`src/rtl/sobel_window.sv`:
```
// Raster-scan 3x3 window generator feeding the Sobel gradient stage.
// Two line buffers plus a 3x3 register window; emits the eight neighbours of each interior pixel.
module sobel_window #(
  parameter int IMG_W = 64,
  parameter int IMG_H = 48
) (
  input  logic       clk,
  input  logic       rst,
  input  logic       in_valid,
  input  logic       in_sof,
  input  logic [7:0] in_pix,
  output logic       out_valid,
  output logic [8:0] p0,
  output logic [8:0] p1,
  output logic [8:0] p2,
  output logic [8:0] p3,
  output logic [8:0] p5,
  output logic [8:0] p6,
  output logic [8:0] p7,
  output logic [8:0] p8,
  output logic       frame_done
);

  localparam int CW = $clog2(IMG_W);
  localparam int RW = $clog2(IMG_H);
  localparam logic [CW-1:0] COL_LAST = CW'(IMG_W - 1);
  localparam logic [RW-1:0] ROW_LAST = RW'(IMG_H - 1);

  typedef enum logic {IDLE, ACTIVE} state_t;

  state_t        state_q, state_d;
  logic [RW-1:0] row_q, row_d;
  logic [CW-1:0] col_q, col_d;
  // win_q[column][row]; column 0 is the leftmost, row 0 the top
  logic [7:0]    win_q [3][3];
  logic [7:0]    win_d [3][3];
  logic          emit_q, emit_d;
  logic          last_q, last_d;
  logic [7:0]    p_q [8];
  logic [7:0]    p_d [8];
  logic          out_valid_q, out_valid_d;
  logic          frame_done_q, frame_done_d;

  logic [7:0]    lb0 [IMG_W];
  logic [7:0]    lb1 [IMG_W];

  logic          accept;
  logic          last_pix;
  logic [RW-1:0] cur_row;
  logic [CW-1:0] cur_col;

  // A start-of-frame pixel is always (0,0), whatever the counters say.
  assign accept   = in_valid && (in_sof || state_q == ACTIVE);
  assign cur_row  = in_sof ? '0 : row_q;
  assign cur_col  = in_sof ? '0 : col_q;
  assign last_pix = (cur_row == ROW_LAST) && (cur_col == COL_LAST);

  // NOTE: every always_comb output gets a default first so no latch is inferred.
  always_comb begin
    state_d = state_q;
    row_d   = row_q;
    col_d   = col_q;
    win_d   = win_q;
    emit_d  = 1'b0;
    last_d  = 1'b0;
    if (accept) begin
      state_d = ACTIVE;
      if (cur_col == COL_LAST) begin
        col_d = '0;
        row_d = cur_row + RW'(1);
      end else begin
        col_d = cur_col + CW'(1);
        row_d = cur_row;
      end
      if (last_pix) begin
        state_d = IDLE;
        row_d   = '0;
        col_d   = '0;
      end
      win_d[0] = win_q[1];
      win_d[1] = win_q[2];
      win_d[2] = '{lb1[cur_col], lb0[cur_col], in_pix};
      emit_d   = (cur_row >= RW'(2)) && (cur_col >= CW'(2));
      last_d   = emit_d && last_pix;
    end
  end

  always_comb begin
    out_valid_d  = emit_q;
    frame_done_d = last_q;
    p_d          = p_q;
    if (emit_q) begin
      p_d = '{win_q[0][0], win_q[1][0], win_q[2][0],
              win_q[0][1],              win_q[2][1],
              win_q[0][2], win_q[1][2], win_q[2][2]};
    end
  end

  // NOTE: sequential state uses non-blocking assignments only.
  always_ff @(posedge clk or posedge rst) begin
    if (rst) begin
      state_q      <= IDLE;
      row_q        <= '0;
      col_q        <= '0;
      win_q        <= '{default: '0};
      emit_q       <= 1'b0;
      last_q       <= 1'b0;
      p_q          <= '{default: '0};
      out_valid_q  <= 1'b0;
      frame_done_q <= 1'b0;
    end else begin
      state_q      <= state_d;
      row_q        <= row_d;
      col_q        <= col_d;
      win_q        <= win_d;
      emit_q       <= emit_d;
      last_q       <= last_d;
      p_q          <= p_d;
      out_valid_q  <= out_valid_d;
      frame_done_q <= frame_done_d;
    end
  end

  // NOTE: line buffers are RAM-like storage with no reset; stale contents never reach a window.
  always_ff @(posedge clk) begin
    if (accept) begin
      lb1[cur_col] <= lb0[cur_col];
      lb0[cur_col] <= in_pix;
    end
  end

  assign out_valid  = out_valid_q;
  assign frame_done = frame_done_q;
  assign p0 = {1'b0, p_q[0]};
  assign p1 = {1'b0, p_q[1]};
  assign p2 = {1'b0, p_q[2]};
  assign p3 = {1'b0, p_q[3]};
  assign p5 = {1'b0, p_q[4]};
  assign p6 = {1'b0, p_q[5]};
  assign p7 = {1'b0, p_q[6]};
  assign p8 = {1'b0, p_q[7]};

endmodule

```
`config.mk`:
```
export PLATFORM = sky130hd
export DESIGN_NAME = sobel_window
export DESIGN_NICKNAME = d
export VERILOG_FILES = /design/src/rtl/sobel_window.sv
export SDC_FILE = /design/constraint.sdc
export NUM_CORES = 2
export LEC_CHECK = 0
export CORE_MARGIN = 2
export CORE_UTILIZATION = 25
export CTS_BUF_LIST = sky130_fd_sc_hd__clkbuf_4 sky130_fd_sc_hd__clkbuf_8 sky130_fd_sc_hd__clkbuf_16
export CTS_CLUSTER_SIZE = 24
export DETAILED_ROUTE_END_ITERATION = 10
export PLACE_DENSITY = 0.43
export SKIP_LAST_GASP = 1
export SLEW_MARGIN = 20
export SYNTH_ARGS = -nofsm -noshare
export SYNTH_HDL_FRONTEND = slang
export SYNTH_SLANG_ARGS = --single-unit
```
`constraint.sdc`:
```
create_clock -name clk -period 7 [get_ports clk]
set_input_delay 1.4 -clock clk [delete_from_list [all_inputs] [get_ports clk]]
set_output_delay 1.4 -clock clk [all_outputs]
set_load 0.01 [all_outputs]
```
=== After elaboration in Yosys (flattened, before gate mapping) ===
Memory sizes are Yosys's and may differ from the RTL's. A register that Yosys moved wholly into a read port is not among the register bits.
Cells that the tools add are included.

* Order comparisons: 2
* Eq/ne operators: 2
* Add/subtract/negate cells: 2
* Muxes and demuxes: 11
* Reductions and logical operators: 5

{| class="wikitable"
|+ Operators with widths
! kind !! count
|-
| 6-bit 2-to-1 mux || 6
|-
| 6-bit by 1-bit adder with 6-bit output (second input constant) || 2
|-
| 6-bit == test (second input constant) || 2
|-
| 6-bit by 2-bit greater-or-equal comparator with 1-bit output (second input constant) || 2
|-
| 1-bit 2-to-1 mux || 5
|-
| 1-bit logical AND || 4
|-
| 1-bit logical OR || 1
|}

* Register bits after elaboration: 145
* Bits of input ports: 12
* Memories: 2
* Bits in writable memories: 1024
* Word-level logic and storage cells: 47
* Output and inout port bits: 74

{| class="wikitable"
|+ Memories
! name !! words !! width !! read ports !! clocked after Yosys merged registers in !! wr ports !! RTL line !! text
|-
| lb0 || 64 || 8 || 1 || 0 || 1 || 44 || <nowiki>logic [7:0] lb0 [IMG_W];</nowiki>
|-
| lb1 || 64 || 8 || 1 || 1 || 1 || 45 || <nowiki>logic [7:0] lb1 [IMG_W];</nowiki>
|}

=== Longest topological paths before layout ===
* Word-level depth: 5
* Gate-level depth with buffers: 14
* Gate-level depth less buffers: 9

=== Least setup slack after synthesis ===
Ideal clock, no wire load.

* Path type: input to register
* Start: in in_sof
* End: mem lb1[0][4], data pin
* Setup time: 0.547 ns
* Required time: 6.453 ns
* Arrival: 4.150 ns
* Path buffers: 2
* Stages: 6
* Setup slack: 2.303 ns
* Cell sequence: buf_2 or3b_2 clkbuf_1 o22ai_1 a211oi_1 o211ai_1

* Longest elaborated chain between the ends: 2

{| class="wikitable"
|+ RTL lines
! item !! RTL line !! text
|-
| start, declared || 10 || <nowiki>input logic in_sof,</nowiki>
|-
| 6-bit 2-to-1 mux || 55 || <nowiki>assign cur_col = in_sof ? '0 : col_q;</nowiki>
|-
| memory 64 x 8 bit || - ||
|-
| end, declared || 45 ||
|}

No other way between the ends.

=== Worst setup path in the final report ===
* Start: reg col_q[2]
* End: mem lb1[61][7], data pin

* Longest elaborated chain between the ends: 2

{| class="wikitable"
|+ RTL lines
! item !! RTL line !! text
|-
| start, declared || 33 || <nowiki>logic [CW-1:0] col_q, col_d;</nowiki>
|-
| start signal, assigned || 114 || <nowiki>col_q <= col_d;</nowiki>
|-
| 6-bit 2-to-1 mux || 55 ||
|-
| memory 64 x 8 bit || - ||
|}

No other way between the ends.

==> results.toml <==
[synthesis]
synth_warnings = 0
synth_top_family_by_area = "compound AO/OA/AOI/OAI gates"
synthTopCellsByCount = "1024 x edfxtp_1, 244 x nand2_1, 166 x mux2i_1"
synth_mux_area_frac = 0.0836
synth_compound_area_frac = 0.0876
synth_top_area_share = 0.665
ys_async_sr_fraction = 0.130
synthAdderAreaFrac = 0.00108
yosysSeqAreaShare = 0.747
synth-seq-cells = 1177
synth-xor-area-share = 0
ys.flop_type = "edfxtp_1"
syn_area_um2 = 46300
synth.distinct_cells = 84
synth_top_area_cell = "edfxtp_1"
synth_area_leaders = "edfxtp_1 66%, dfrtp_1 8.3%, mux2i_1 3.6%"
synth-edff-count = 1024
syn_avg_cell_area_um2 = 16.3
synth-simple-area-share = 0.0576
netlist_instances = 2838
yosys.cell_count.top_type = "edfxtp_1"

[routing]
wl_um = 176000
antenna_left = 0
route.detailed.drc = 0
viasPerCell = 5.05
drt_iter0_drc = 3733
first_pass_iters = 6
wl_per_cell_um = 31.4
vias = 28300

[global_route]
top_usage_layer = "met2"
grt_overflow = 0
grt_pass1_wl_um = 240000
grt_pass1_vias = 27000
antenna_found_initial = 6
grt_usage = 0.185
grt_max_degree = 110
gr-usage-met1 = 0.261
met3_usage = 0.0472
grt_use_met2 = 0.273

[placed_design]
dp_hpwl_um = 112000
place_congestion = 0.941
place_ws_ns = 1.51
io_buffers = 77

[worst_setup_path]
slowest_stage = "dfrtp_4"
critPathMaxFanout = 40
critPathCaptureType = "flop"
path_cells = "buf_12, buf_4, nand3b_2, o22ai_1, a21oi_1, a211oi_1, or4_2, buf_4"
crit_arrival_ns = 5.59
cp-start-kind = "flop"
worstSetupPathType = "reg2reg"
crit_buf_inv = 3
required_ns = 7.50
cpLargestDelayFamily = "simple AND/OR/NAND/NOR gates"
worst_path_most_repeated_cell = "buf_4"
cpPeakStageDelay_ns = 0.82

[cts]
clkSinkCount = 1177
postCtsResizedCells = 0
path_clk_slew_ns = 0.06
numCtsBuffers = 131
post_cts_buffers = 0
htree_num_levels = 4
clk_latency_ns = 0.80
cts_tree = "done"
ctsHoldBuffers = 0
clock_tree.buffer_depth = 3
cts-root-buf = "clkbuf_16"

[sta]
final-hold-violation-count = 0
fin_crit_ns = 5.09
layout_setup_ws_ns = 1.91
fmax_mhz = 196
tns_ns = 0
slew_viol_final = 0
timing.final.crit_share = 0.727
setup_violations = 0
rsz0062_at_grt = "false"
tightest_slew_ns = 1.15
relSlewSlack = 0.227
clock_skew_ns = 0.0584

[finish]
syn_to_final_growth_pct = 18.8
fillers = 18200
layout-drive-gt1-share = 0.201
fin_nets = 3050
final_util = 0.300

[outcome]
outcome = "complete, no violations"

[min_path]
hold_path_class = "reg2reg"

[pwr]
p_total_mw = 17.3
powerDensity_nw_per_um2 = 314
p_leak_nw = 18.4
ir_drop_mv = 0.158

[floorplanning]
die_area_um2 = 189000
std_cell_rows = 157
die_x_um = 434
die_h_um = 434
start_util = 0.252
io_pins = 86
core_area_um2 = 183000

[flow_run]
max_cap_viol_count = 0
[placed cells by master (no fill, tap or decap), drive strengths merged, types with 21 or more instances in the layout]
master         instances
edfxtp              1024
mux2i                166
clkinv                48
a22oi                 57
buf                  181
nand3b                27
o22ai                 56
nand2                244
nand3                 23
nor2b                 21
clkbuf               176
o21ai                 74
a221oi                50
dfrtp                153
clkdlybuf4s50         68
a221o                 21
mux2                 134
a21oi                 99
mux4                  31
nor2                 131
[where the power goes]
group	total [mW]	switching [mW]	internal (mW)
logic	2.19	1.60	0.590
clock network	7.00	2.98	4.02
registers	8.10	0.164	7.93
[flip-flops by register name (all words and copies together), names as in the netlist]
signal        cells
lb0             512
lb1             512
win_q            72
p0                8
p1                8
p2                8
p3                8
p5                8
p6                8
p7                8
p8                8
col_q             6
row_q             6
emit_q            1
frame_done        1
frame_done_d      1
out_valid         1
state_q           1
[routing by layer]
layer,vias to the layer above,share of wire,routed length [µm]
li1,11600,-,-
met1,14900,0.44,76900
met2,1489,0.43,76200
met3,321,0.094,16600
met4,6,0.036,6390
met5,-,0.00020,36
[worst register-to-register path, stage by stage (launching register included)]
cell and delay [ns]:
dfrtp_4 0.82, buf_12 0.32, buf_4 0.62, nand3b_2 0.73
o22ai_1 0.54, a21oi_1 0.12, a211oi_1 0.45, or4_2 0.63
buf_4 0.55
[cell families (layout without fill, tap and decap cells)]
kind of cell	Yosys count	in the layout
AO/OA/AOI/OAI	562	562
adder cells (fa/ha/maj)	4	4
buffers and inverters	203	499
flip-flops	1177	1177
multiplexers	331	331
other	1	11
AND/OR/NAND/NOR	560	560
[area by class of cell]
cell class	instances	area, µm²	area share
Sequential cell	1177	34600	0.629
Multi-Input combinational cell	1465	10800	0.197
Clock buffer	176	3710	0.0674
Tap cell	2464	3080	0.0561
Timing Repair Buffer	249	2080	0.0379
Clock inverter	64	646	0.0117
Inverter	10	45.0	0.000819
Antenna cell	3	7.51	0.000137
[per-stage QoR]
stage | hold WS (ns) | std cells | instance area (µm²)
after floorplan | 0.331 | 2845 | 46300
after global placement | 0.337 | 5365 | 50600
after detailed placement | 0.343 | 5365 | 50600
after CTS | 0.356 | 5605 | 55000
after global routing | 0.365 | 5605 | 55000
final | 0.354 | 5608 | 55000
[final timing paths]
kind                               from         end  slack [ns]  cells after the start
max                            col_q[2]  lb1[61][7]        1.91                      8
min                        frame_done_d  frame_done        0.35                      0
max reg2reg                    col_q[2]  lb1[61][7]        1.91                      8
min reg2reg                frame_done_d  frame_done        0.35                      0
max in group asynchronous           rst    col_q[2]        4.48                      3
min in group asynchronous           rst       p6[7]        1.15                      2
(Power assumes the default switching activity.)
